--- src/rtl/wr_pattern_player.sv ---
// wr_pattern_player: walks a pattern ROM from START_ADDR and turns each
// 34-bit word into a config pulse, an address update or a valid/ready bus
// write. The run ends on an END word or after the word at LAST_ADDR.
// Optional build macro: WR_PATTERN_AUTOINC_EN (write address += 4 after
// every completed write).
module wr_pattern_player #(
  parameter logic [7:0] START_ADDR = 8'h00,
  parameter logic [7:0] LAST_ADDR  = 8'hFF
) (
  input  logic        clk,
  input  logic        rst_n,
  input  logic        start,
  output logic        busy,
  output logic        done,
  output logic        EN,
  output logic [7:0]  ADDR,
  input  logic [33:0] DATA,
  output logic        wr_valid,
  input  logic        wr_ready,
  output logic [31:0] wr_addr,
  output logic [31:0] wr_data,
  output logic        cfg_valid,
  output logic [7:0]  cfg_addr,
  output logic [23:0] cfg_data,
  output logic [15:0] wr_count
);

  localparam logic [2:0] S_IDLE   = 3'd0;
  localparam logic [2:0] S_FETCH  = 3'd1;
  localparam logic [2:0] S_DECODE = 3'd2;
  localparam logic [2:0] S_WRITE  = 3'd3;
  localparam logic [2:0] S_FINISH = 3'd4;

  localparam logic [1:0] OP_END  = 2'b00;
  localparam logic [1:0] OP_CFG  = 2'b01;
  localparam logic [1:0] OP_SETA = 2'b10;
  localparam logic [1:0] OP_WR   = 2'b11;

  logic [2:0]  r_state;
  logic [7:0]  r_ptr;
  logic [31:0] r_areg;
  logic [31:0] r_wr_addr;
  logic [31:0] r_wr_data;
  logic        r_cfg_valid;
  logic [7:0]  r_cfg_addr;
  logic [23:0] r_cfg_data;
  logic [15:0] r_wr_count;

  logic [1:0]  w_op;
  logic        w_start;
  logic        w_decode;
  logic        w_hs;
  logic        w_last;

  assign w_op     = DATA[33:32];
  // start only counts in IDLE; while busy or finishing it is dropped
  assign w_start  = (r_state == S_IDLE) && start;
  assign w_decode = (r_state == S_DECODE);
  assign w_hs     = (r_state == S_WRITE) && wr_ready;
  // the pointer never wraps: the word at LAST_ADDR is always the final one
  assign w_last   = (r_ptr == LAST_ADDR);

  // sequencer: state and ROM pointer
  always_ff @(posedge clk or negedge rst_n) begin
    if (!rst_n) begin
      r_state <= S_IDLE;
      r_ptr   <= 8'h00;
    end else begin
      case (r_state)
        S_IDLE: begin
          if (start) begin
            r_state <= S_FETCH;
            r_ptr   <= START_ADDR;
          end
        end
        S_FETCH: r_state <= S_DECODE;
        S_DECODE: begin
          if (w_op == OP_END) begin
            r_state <= S_FINISH;
          end else if (w_op == OP_WR) begin
            r_state <= S_WRITE;
          end else if (w_last) begin
            r_state <= S_FINISH;
          end else begin
            r_ptr   <= r_ptr + 8'd1;
            r_state <= S_FETCH;
          end
        end
        S_WRITE: begin
          if (wr_ready) begin
            if (w_last) begin
              r_state <= S_FINISH;
            end else begin
              r_ptr   <= r_ptr + 8'd1;
              r_state <= S_FETCH;
            end
          end
        end
        S_FINISH: r_state <= S_IDLE;
        default:  r_state <= S_IDLE;
      endcase
    end
  end

  // bus address register: cleared per run, loaded by SETA words
  always_ff @(posedge clk or negedge rst_n) begin
    if (!rst_n) begin
      r_areg <= 32'h0;
    end else if (w_start) begin
      r_areg <= 32'h0;
    end else if (w_decode && (w_op == OP_SETA)) begin
      r_areg <= DATA[31:0];
`ifdef WR_PATTERN_AUTOINC_EN
    end else if (w_hs) begin
      r_areg <= r_areg + 32'd4;
`endif
    end
  end

  // write beat capture: held stable for the whole WRITE state
  always_ff @(posedge clk or negedge rst_n) begin
    if (!rst_n) begin
      r_wr_addr <= 32'h0;
      r_wr_data <= 32'h0;
    end else if (w_decode && (w_op == OP_WR)) begin
      r_wr_addr <= r_areg;
      r_wr_data <= DATA[31:0];
    end
  end

  // config pulse: one cycle after the CFG word is decoded
  always_ff @(posedge clk or negedge rst_n) begin
    if (!rst_n) begin
      r_cfg_valid <= 1'b0;
      r_cfg_addr  <= 8'h00;
      r_cfg_data  <= 24'h0;
    end else begin
      r_cfg_valid <= w_decode && (w_op == OP_CFG);
      if (w_decode && (w_op == OP_CFG)) begin
        r_cfg_addr <= DATA[31:24];
        r_cfg_data <= DATA[23:0];
      end
    end
  end

  // completed-write counter, saturating, held after the run ends
  always_ff @(posedge clk or negedge rst_n) begin
    if (!rst_n) begin
      r_wr_count <= 16'h0;
    end else if (w_start) begin
      r_wr_count <= 16'h0;
    end else if (w_hs && (r_wr_count != 16'hFFFF)) begin
      r_wr_count <= r_wr_count + 16'd1;
    end
  end

  assign busy      = (r_state == S_FETCH) || (r_state == S_DECODE) || (r_state == S_WRITE);
  assign done      = (r_state == S_FINISH);
  assign EN        = (r_state == S_FETCH);
  assign ADDR      = r_ptr;
  assign wr_valid  = (r_state == S_WRITE);
  assign wr_addr   = r_wr_addr;
  assign wr_data   = r_wr_data;
  assign cfg_valid = r_cfg_valid;
  assign cfg_addr  = r_cfg_addr;
  assign cfg_data  = r_cfg_data;
  assign wr_count  = r_wr_count;

endmodule
--- config.mk ---
export PLATFORM = sky130hd
export DESIGN_NAME = wr_pattern_player
export DESIGN_NICKNAME = d
export VERILOG_FILES = /design/src/rtl/wr_pattern_player.sv
export SDC_FILE = /design/constraint.sdc
export NUM_CORES = 1
export LEC_CHECK = 0
export CAP_MARGIN = 15
export CORE_ASPECT_RATIO = 1.4
export CORE_MARGIN = 1
export CORE_UTILIZATION = 44
export CTS_CLUSTER_SIZE = 16
export DETAILED_ROUTE_END_ITERATION = 7
export MAX_ROUTING_LAYER = met4
export PLACE_DENSITY_LB_ADDON = 0.3
export SLEW_MARGIN = 40
export SYNTH_ARGS = -nofsm -noshare
export SYNTH_HDL_FRONTEND = slang
export SYNTH_SLANG_ARGS = --single-unit
--- constraint.sdc ---
create_clock -name clk -period 1.8 [get_ports clk]
set_clock_uncertainty 0.1 [all_clocks]
set_input_delay 0.45 -clock clk [delete_from_list [all_inputs] [get_ports clk]]
set_output_delay 0.45 -clock clk [all_outputs]
set_load 0.01 [all_outputs]
# ---- Word-level counts from Yosys, hierarchy flattened
# Index checks and enable logic that the tools add are counted.
dict set report word_totals {
  wordCells 55
  ff_bits 156
  input_bits 38
  out_inout_bits 125
}
dict set report classes {
  n_addsub 2
  n_mux 16
  n_reduce_logical 15
  eq_ne 13
}
# cell n
set op_table {}
lappend op_table {{32-bit 2-to-1 mux} 2}
lappend op_table {{8-bit 2-to-1 mux} 5}
lappend op_table {{16-bit 2-to-1 mux} 2}
lappend op_table {{8-bit case mux with 3 select lines} 1}
lappend op_table {{16-bit by 1-bit adder with 16-bit output (second input constant)} 1}
lappend op_table {{16-bit inequality test (second input constant)} 1}
lappend op_table {{3-bit 2-to-1 mux} 5}
lappend op_table {{3-bit case mux with 4 select lines} 1}
lappend op_table {{8-bit by 1-bit adder with 8-bit output (second input constant)} 1}
lappend op_table {{8-bit equality test (second input constant)} 1}
lappend op_table {{3-bit by 2-bit equality test with 1-bit output (second input constant)} 2}
lappend op_table {{1-bit logical AND} 6}
lappend op_table {{2-bit inequality test (second input constant)} 3}
lappend op_table {{5-bit AND reduction} 1}
lappend op_table {{2-bit equality test (second input constant)} 2}
lappend op_table {{2-bit nonzero test} 2}
lappend op_table {{3-bit by 1-bit equality test with 1-bit output (second input constant)} 1}
lappend op_table {{3-bit equality test (second input constant)} 1}
lappend op_table {{3-bit zero test} 1}
lappend op_table {{3-bit nonzero test} 1}
lappend op_table {{2-bit by 1-bit equality test with 1-bit output (second input constant)} 1}
lappend op_table {{2-bit zero test} 1}
lappend op_table {{1-bit logical OR} 2}
lappend op_table {{2-bit by 1-bit inequality test with 1-bit output (second input constant)} 1}
lappend op_table {{2-bit AND reduction} 1}

# ---- Longest topological paths before layout
# Gate-level depths: netlist (run 1).
dict set report depth {
  ltp_word 5
  ltp_mapped 8
}

# ---- Least setup slack after synthesis (run 1)
# Ideal clock, no wire load.
dict set report synth_timing {
  path_type {register -> register}
  startpoint {reg r_ptr[0], in the netlist ADDR[0]}
  endpoint {reg r_ptr[3], in the netlist ADDR[3]}
  path_slack_ps -181
  t_required_ps 1622
  setup_ps 78
  stages_incl_launch_ff 7
  n_path_buf 1
  arrival_ps 1803
  path_cell_list {dfrtp_1 > ha_1 > and3_1 > and3_1 > clkbuf_1 > or4_1 > a21oi_1}
}
dict set report synth_between {
  elab_chain_len 5
}
# item line
set synth_rtl {}
lappend synth_rtl {{start: declaration} 40} ;# logic [7:0] r_ptr;
lappend synth_rtl {{start signal: assignment} 85} ;# r_ptr <= r_ptr + 8'd1;
lappend synth_rtl {{start signal: assignment} 94} ;# r_ptr <= r_ptr + 8'd1;
lappend synth_rtl {{8-bit by 1-bit adder with 8-bit output / 8-bit equality test (equally long branches)} {85, 94, 61}}
lappend synth_rtl {{8-bit 2-to-1 mux (*)} {82, 91}}
lappend synth_rtl {{8-bit 2-to-1 mux} 80} ;# end else if (w_op == OP_WR) begin
lappend synth_rtl {{8-bit 2-to-1 mux} 78} ;# if (w_op == OP_END) begin
lappend synth_rtl {{8-bit case mux with 3 select lines (*)} 69} ;# case (r_state)
# Mark *: on every way between the ends. The rest lies on a longest branch, timed or not. The select of a mux whose other input is x is not followed.
# A chain may end at the register's enable or synchronous reset.

# ---- Worst setup path after layout (run 1)
dict set report layout_timing {
  startpoint {reg r_wr_count[1], in the netlist wr_count[1]}
  endpoint {reg r_wr_count[5], in the netlist wr_count[5]}
}
dict set report layout_between {
  elab_chain_len 3
}
# item line
set layout_rtl {}
lappend layout_rtl {{start: declaration} 47} ;# logic [15:0] r_wr_count;
lappend layout_rtl {{start signal: assignment} 153} ;# r_wr_count <= r_wr_count + 16'd1;
lappend layout_rtl {{16-bit by 1-bit adder with 16-bit output / 16-bit inequality test (equally long branches)} {153, 152}}
lappend layout_rtl {{16-bit 2-to-1 mux / 1-bit logical AND (equally long branches)} 152} ;# end else if (w_hs && (r_wr_count != 16'hFFFF)) begin
lappend layout_rtl {{16-bit 2-to-1 mux / 2-bit nonzero test (equally long branches)} --}
# Several ways; a longest one is shown, not always the timed one. The select of a mux whose other input is x is not followed.

==> impl_summary.txt, run 1 <==
----------------------------------------------------
[Status]
  Status ... finished with violations
  Violations in the final reports ... setup timing

[Yosys]
  Cell type contributing the most total cell area after synthesis ... sky130_fd_sc_hd__dfrtp_1
  Flip-flop cell with the highest count after synthesis ... sky130_fd_sc_hd__dfrtp_1
  Share of synthesized registers carrying an async set or reset ... 100%
  Synth Warn # ... 0
  Top cells by count, synth ... sky130_fd_sc_hd__dfrtp_1, sky130_fd_sc_hd__mux2_2, sky130_fd_sc_hd__nand2_1
  Synthesis-stage register bit count ... approximately 160
  Cell count after synthesis ... about 520
  Mean instance size in the synthesized netlist ... 12.3 um2
  Net count after synthesis ... 564
  Share of Yosys cell area claimed by the top area cell type ... just over 60%
  Cell with the most instances after synthesis ... sky130_fd_sc_hd__dfrtp_1
  Synth Cell Area ... 0.00644 mm2
  Portion of the post-synthesis area used by sequential elements ... 60.6%
  Most area-consuming cells after synthesis ... sky130_fd_sc_hd__dfrtp_1, sky130_fd_sc_hd__mux2_2, sky130_fd_sc_hd__nand2_1, sky130_fd_sc_hd__nand3_1, sky130_fd_sc_hd__a21oi_1
  Yosys cell types ... 41
  Number of enable-type register cells in the synthesized netlist ... 0

[Setup path]
  Crit path DAT ... 2.31 ns
  Max incr delay on CP ... 0.39 ns
  Slack of the worst reg-to-reg path ... -0.27 ns
  Depth of the most critical reg-to-reg path ... 7
  Maximum fanout along the worst path ... 7
  Critical Path Slowest Stage Cell ... sky130_fd_sc_hd__dfrtp_1
  Endpoint of the lowest-slack register-to-register path ... wr_count[5]$_DFFE_PN0P_
  Family with the most delay on the worst path ... simple AND/OR/NAND/NOR gates
  Start of the worst register-to-register path ... wr_count[1]$_DFFE_PN0P_
  Critical path buffers and inverters ... 2
  Endpoint type of the worst setup path ... flop
  Required time of the critical path ... 2.04 ns
  CP Class ... flop to flop
  Worst Setup Start Kind ... flop
  Worst path cell trace ... ha_2 -> nand4_1 -> buf_4 -> nor4_4 -> buf_6 -> o21ai_0 -> a21oi_1

[Pwr]
  Leakage power figure ... 5.45 nW
  Maximum VDD drop ... 0.803 mV
  Pwr Total ... 15.8 mW
  Pwr dens ... 1440 mW/mm2

[Drt]
  Router iterations before antenna repair ... 5
  Remaining routing DRC violations ... 0
  Via/cell ratio ... about 5.6
  Number of nets still failing antenna checks after routing ... 0
  Number of vias after detailed routing ... about 5,600
  First DRT Iteration DRCs ... 272
  Sum of routed wire length over all layers ... 22,100 um
  Detail-routed net length per standard cell ... about 22 um

[STA]
  Clock period minus worst slack ... 2.07 ns
  Max-Slew Margin vs Limit ... ~71%
  FMAX ... 0.483 GHz
  Final setup fails ... 155
  RSZ-0062 raised after global routing ... yes
  Worst-case setup margin in the final layout ... -0.271 ns
  Final number of max-transition violations ... 0
  Hold Worst Slack ... 0.388 ns
  Transition time at the pin with the least slew margin ... 0.434 ns
  Post-route fraction of the period consumed by the critical path ... 115%
  Accumulated negative setup slack ... -14.00 ns
  Count of final hold-check violations ... 0

[Floorplanning]
  Die Area ... approximately 0.015 mm2
  Initial core utilization ... 44.8%
  Overall die width ... 104 um
  Area inside the core boundary ... 0.0144 mm2
  Vertical die dimension ... about 150 um
  # IOs ... ~160
  Row count ... 52

[GRT]
  All-Layer GR Usage ... roughly 28%
  Leftover overflow at the end of global routing ... 0
  Global-route wire length before repair ... 31,800 um
  Maximum number of pins on one net before global-route repair ... 37
  Initial antenna violation count ... 0
  Via count of the first global-routing pass ... 5,892

[Flow run]
  Number of maximum-capacitance constraint violations ... 0

[Clock network]
  Root Driver ... sky130_fd_sc_hd__clkbuf_16
  Total number of clock tree sinks ... 156
  Clk_lat worst skew ... roughly 0.42 ns
  Clock slew at reported path FFs ... approximately 0.06 ns
  H-tree depth reported by CTS ... 4
  Maximum clock insertion buffer count ... 2
  Number of clock buffers inserted by TritonCTS ... 17
  Clock tree from TritonCTS ... done

[Final layout]
  Total number of nets in the final design ... 840
  Number of diodes ... 0
  Layout area overhead ... 70.8%
  Layout filler cell count ... 840
  Final Util ... roughly 77%
  Layout cell share with drive strength beyond 1 ... between 40% and 50%

[Placed design]
  GPL Wtd Cong ... 0.937
  Post-place setup slack ... -0.582 ns
  Half-perimeter wire length after detailed placement ... 11,500 um
  Number of port buffers ... 162

[Min path]
  Cell depth of the worst hold path ... 2
  Hold Path Origin ... r_areg[1]$_DFFE_PN0P_
  Terminating pin of the worst hold path ... r_areg[1]$_DFFE_PN0P_
  Path type of the worst min-delay path ... flop to flop

----------------------------------------------------
[cell usage in the layout, fill, tap and decap left out, types with 3 or more instances in the layout]
cell type	instances
sky130_fd_sc_hd__clkdlybuf4s15_1	8
sky130_fd_sc_hd__buf_4	63
sky130_fd_sc_hd__nand2_1	40
sky130_fd_sc_hd__buf_6	31
sky130_fd_sc_hd__inv_6	3
sky130_fd_sc_hd__o31ai_1	3
sky130_fd_sc_hd__a21oi_1	3
sky130_fd_sc_hd__buf_16	5
sky130_fd_sc_hd__o31ai_2	4
sky130_fd_sc_hd__clkdlybuf4s50_1	36
sky130_fd_sc_hd__clkbuf_16	21
sky130_fd_sc_hd__dlygate4sd2_1	109
sky130_fd_sc_hd__nand2_2	28
sky130_fd_sc_hd__mux2i_1	6
sky130_fd_sc_hd__a31oi_1	4
sky130_fd_sc_hd__dfrtp_1	149
sky130_fd_sc_hd__or4_4	6
sky130_fd_sc_hd__or3_1	3
sky130_fd_sc_hd__a21oi_2	10
sky130_fd_sc_hd__clkbuf_2	4
sky130_fd_sc_hd__nor4_4	3
sky130_fd_sc_hd__nand3_1	42
sky130_fd_sc_hd__nand2_4	15
sky130_fd_sc_hd__buf_12	22
sky130_fd_sc_hd__dfrtp_2	7
sky130_fd_sc_hd__mux2_4	97
sky130_fd_sc_hd__nor2_4	5
sky130_fd_sc_hd__buf_8	4
sky130_fd_sc_hd__clkinvlp_4	5
sky130_fd_sc_hd__nand2b_1	5
sky130_fd_sc_hd__nor2_1	7
sky130_fd_sc_hd__nand4_1	4
sky130_fd_sc_hd__and3_4	4
sky130_fd_sc_hd__and4_1	5
sky130_fd_sc_hd__nand3_2	3
[worst register-to-register path, cell delays in order (launching register included)]
cell and delay [ns]:
sky130_fd_sc_hd__dfrtp_1 0.39, sky130_fd_sc_hd__ha_2 0.23, sky130_fd_sc_hd__nand4_1 0.19, sky130_fd_sc_hd__buf_4 0.20
sky130_fd_sc_hd__nor4_4 0.38, sky130_fd_sc_hd__buf_6 0.22, sky130_fd_sc_hd__o21ai_0 0.12, sky130_fd_sc_hd__a21oi_1 0.17
[state kept, by name, summed over array words and instances, names as in the netlist]
name,flops
r_areg,32
wr_data,32
wr_addr,32
cfg_addr,8
ADDR,8
r_state,3
cfg_data,24
cfg_valid,1
wr_count,16
[per-layer routing]
layer	wire length (um)	global-route usage (%)
met1	8350	30.8
met2	12000	49.1
met3	1050	5.62
met4	708	12.4
met5	0	-
[where the power goes]
group | total (mW) | switching, mW | internal (mW)
Combinational | 6.69 | 2.87 | 3.83
Clock | 3.52 | 1.55 | 1.97
Sequential | 5.60 | 0.793 | 4.81
[cells by family after synthesis]
family          share of synthesized area (%)
mux                                      17.9
fa+ha+maj                               0.388
buf+inv                                  2.29
xor+xnor                                0.136
compound gates                           4.31
simple gates                             14.4
flops                                    60.6
[worst max-delay path by stage]
stage	from	slack, ns	cells after the start	end
finish	wr_count[1]$_DFFE_PN0P_	-0.27	7	wr_count[5]$_DFFE_PN0P_
global route	wr_count[1]$_DFFE_PN0P_	-0.33	7	wr_count[5]$_DFFE_PN0P_
CTS	r_state[1]$_DFFE_PN0P_	-0.20	5	ADDR[3]$_DFFE_PN0P_
detailed placement	DATA[32]	-0.58	6	ADDR[3]$_DFFE_PN0P_
global placement	DATA[32]	-0.52	6	ADDR[3]$_DFFE_PN0P_
floorplan	ADDR[0]$_DFFE_PN0P_	-0.07	6	ADDR[3]$_DFFE_PN0P_
[stage by stage]
stage	instances	area, um2
2_1_floorplan	524	6550
3_3_place_gp	907	8780
3_5_place_dp	907	8780
4_1_cts	987	10400
5_1_grt	1002	11000
6_report	1002	11000
[what timing repair did]
action | in CTS | in global routing
setup buffers | 34 | 17
pin swaps | 18 | 73
endpoints found under the setup margin | 268 | 163
gates cloned | 13 | 6
endpoints found under the hold margin | 29 | 0
hold buffers | 1 | 0
resized for setup | 293 | 161
[layout make-up]
type | count | area (um2) | share of cell area (%)
Sequential cell | 156 | 3910 | 35.5
Multi-Input combinational cell | 336 | 3290 | 29.9
Timing Repair Buffer | 288 | 2990 | 27.2
Clock buffer | 19 | 443 | 4.02
Tap cell | 189 | 236 | 2.15
Clock inverter | 13 | 135 | 1.23
Inverter | 1 | 3.75 | 0.0341
Power figures use the tool's default switching activity.
==> inputs of run 2 (changes only) <==
--- a/config.mk
+++ b/config.mk
@@ -13,7 +13,6 @@
 export DETAILED_ROUTE_END_ITERATION = 7
 export MAX_ROUTING_LAYER = met4
 export PLACE_DENSITY_LB_ADDON = 0.3
-export SLEW_MARGIN = 40
 export SYNTH_ARGS = -nofsm -noshare
 export SYNTH_HDL_FRONTEND = slang
 export SYNTH_SLANG_ARGS = --single-unit
==> results of run 2 <==
The final DEF is identical to that of run 1; final timing and power are the same.
==> edit, RTL diff (flow settings as in run 2) <==
Register the output `wr_count` once more, cleared by the reset; this adds one clock of latency there. The other outputs are not delayed to match.
--- a/src/rtl/wr_pattern_player.sv
+++ b/src/rtl/wr_pattern_player.sv
@@ -166,3 +166,9 @@
   assign cfg_data  = r_cfg_data;
-  assign wr_count  = r_wr_count;
+  always_ff @(posedge clk or negedge rst_n) begin
+    if (!rst_n) begin
+      wr_count <= '0;
+    end else begin
+      wr_count <= r_wr_count;
+    end
+  end
 
Function: changed (Yosys sat finds a counterexample within 10 cycles, from zero or initial values and one cycle with rst_n low).
==> edit against run 2 <==
The run still ends with setup timing left; fmax rose by 2.5%; final area rose by 0.26%; die area rose by 6.8%; core utilization fell by 3.9 points; largest cell class unchanged; sequential power rose by 12%; routed wire length fell by 6.8%; area after synthesis rose by 6.9%; sequential cell count rose by 16; worst setup slack improved by 0.050 ns; total power rose by 6.4%; worst hold slack got worse by 0.047 ns.
==> edit: results <==
[clock_tree]
cts_setup_buffers = 27
ctsHoldBuffers = 1
worst_setup_hold_path_clk_slew_ns = 0.07
cts-resized-gates = 322
cts_buffers = 17

[synth]
synth.top_cells.by_area = "sky130_fd_sc_hd__dfrtp_1 62%, sky130_fd_sc_hd__mux2_2 15%, sky130_fd_sc_hd__nand2_1 4.4%"
synth.yosys.seq_area_share = 0.625
synth_fp_nets = 585
postSynthCellCount = 545
compound_gate_fraction_of_synth_area = 0.0649
yosysWarnings = 0
synth.area.mux_share = 0.164
synth-adder-area-share = 0.00363
post_synth_num_cell_types = 43
yosys-top-cells-count = "172 x sky130_fd_sc_hd__dfrtp_1, 91 x sky130_fd_sc_hd__mux2_2, 80 x sky130_fd_sc_hd__nand2_1, 39 x sky130_fd_sc_hd__o21ai_0, 18 x sky130_fd_sc_hd__clkbuf_1"
synthXorXnorAreaFrac = 0.00127

[power]
power.switching_fraction = 0.332
share_clk_of_total_power = 0.216
peak_supply_drop_v = 0.000949
pwr.group.combinational_mw = 6.93
leakage_nw = 5.43

[placed_design]
dp.final_hpwl_um = 12100
routabilityCongestion = 0.989
place.detailed.instances = 924

[timing]
setup-tns-final_ns = -13.27
min_setup_slack_post_route_ns = -0.221
tightestPinTransition_ns = 0.449
finalSetupViolations = 125

[drt]
drt_pass1_iterations = 4
drtIter0Drc = 337

[grt]
first_global_vias = 5925
grt_usage = 0.264
global_route_wire_length_before_repair_um = 31500
grt_max_degree = 44

[worst_setup_path]
crit-reg2reg-capture = "ADDR[4]"
setup.reg_to_reg.worst_slack_ns = -0.22
crit-reg2reg-launch = "r_state[1]"
cpMaxStageDelayCell = "sky130_fd_sc_hd__or4_1"
largest_fanout_on_the_critical_path = 5
slowest_delay_ns = 0.47

[layout]
fin_cells = 996
nets = 831
fillCellCount = 981
multiInputGateArea_um2 = 3210
drive_above_1_share = 0.389

[run_status]
violations_in_the_final_reports = "setup timing"
status = "finished, violations left"

[min_path]
worst_hold_path.endpoint = "wr_count[1]"
timing.hold.worst_path_depth = 0
min-delay-path-class = "flop to flop"
min-delay-start = "r_wr_count[1]"
-- edit: cell count changes after synthesis, sizes merged, moves of 4 or more --
cell   delta
dfrtp    +16
inv       +6
nand3    -37
nand4     +4
nor3      +8
o21ai    +33
-- edit: routing by layer --
metal,GRT usage,vias up,wire (um)
met4,0.0911,0,407
met5,-,-,0
met3,0.0544,32,1040
met1,0.311,2855,8010
li1,-,2434,-
met2,0.447,208,11100
-- edit: stage by stage --
step	hold WS [ns]	setup WS (ns)	cell area (um^2)	power (mW)
after floorplan	0.0544	-0.0671	6950	8.36
after global placement	0.259	-0.506	9200	11.5
after global routing	0.359	-0.269	11000	17.6
final	0.341	-0.221	11000	16.8
after detailed placement	0.263	-0.529	9200	11.7
after CTS	0.348	-0.176	10700	16.2
-- edit: layout make-up --
type                    instances  area share
well taps                     192      0.0218
multi-input cells             336       0.290
flip-flops and latches        172       0.390
repair buffers                257       0.241
inverters                       7     0.00238
clock inverters                14      0.0141
clock buffers                  18      0.0398
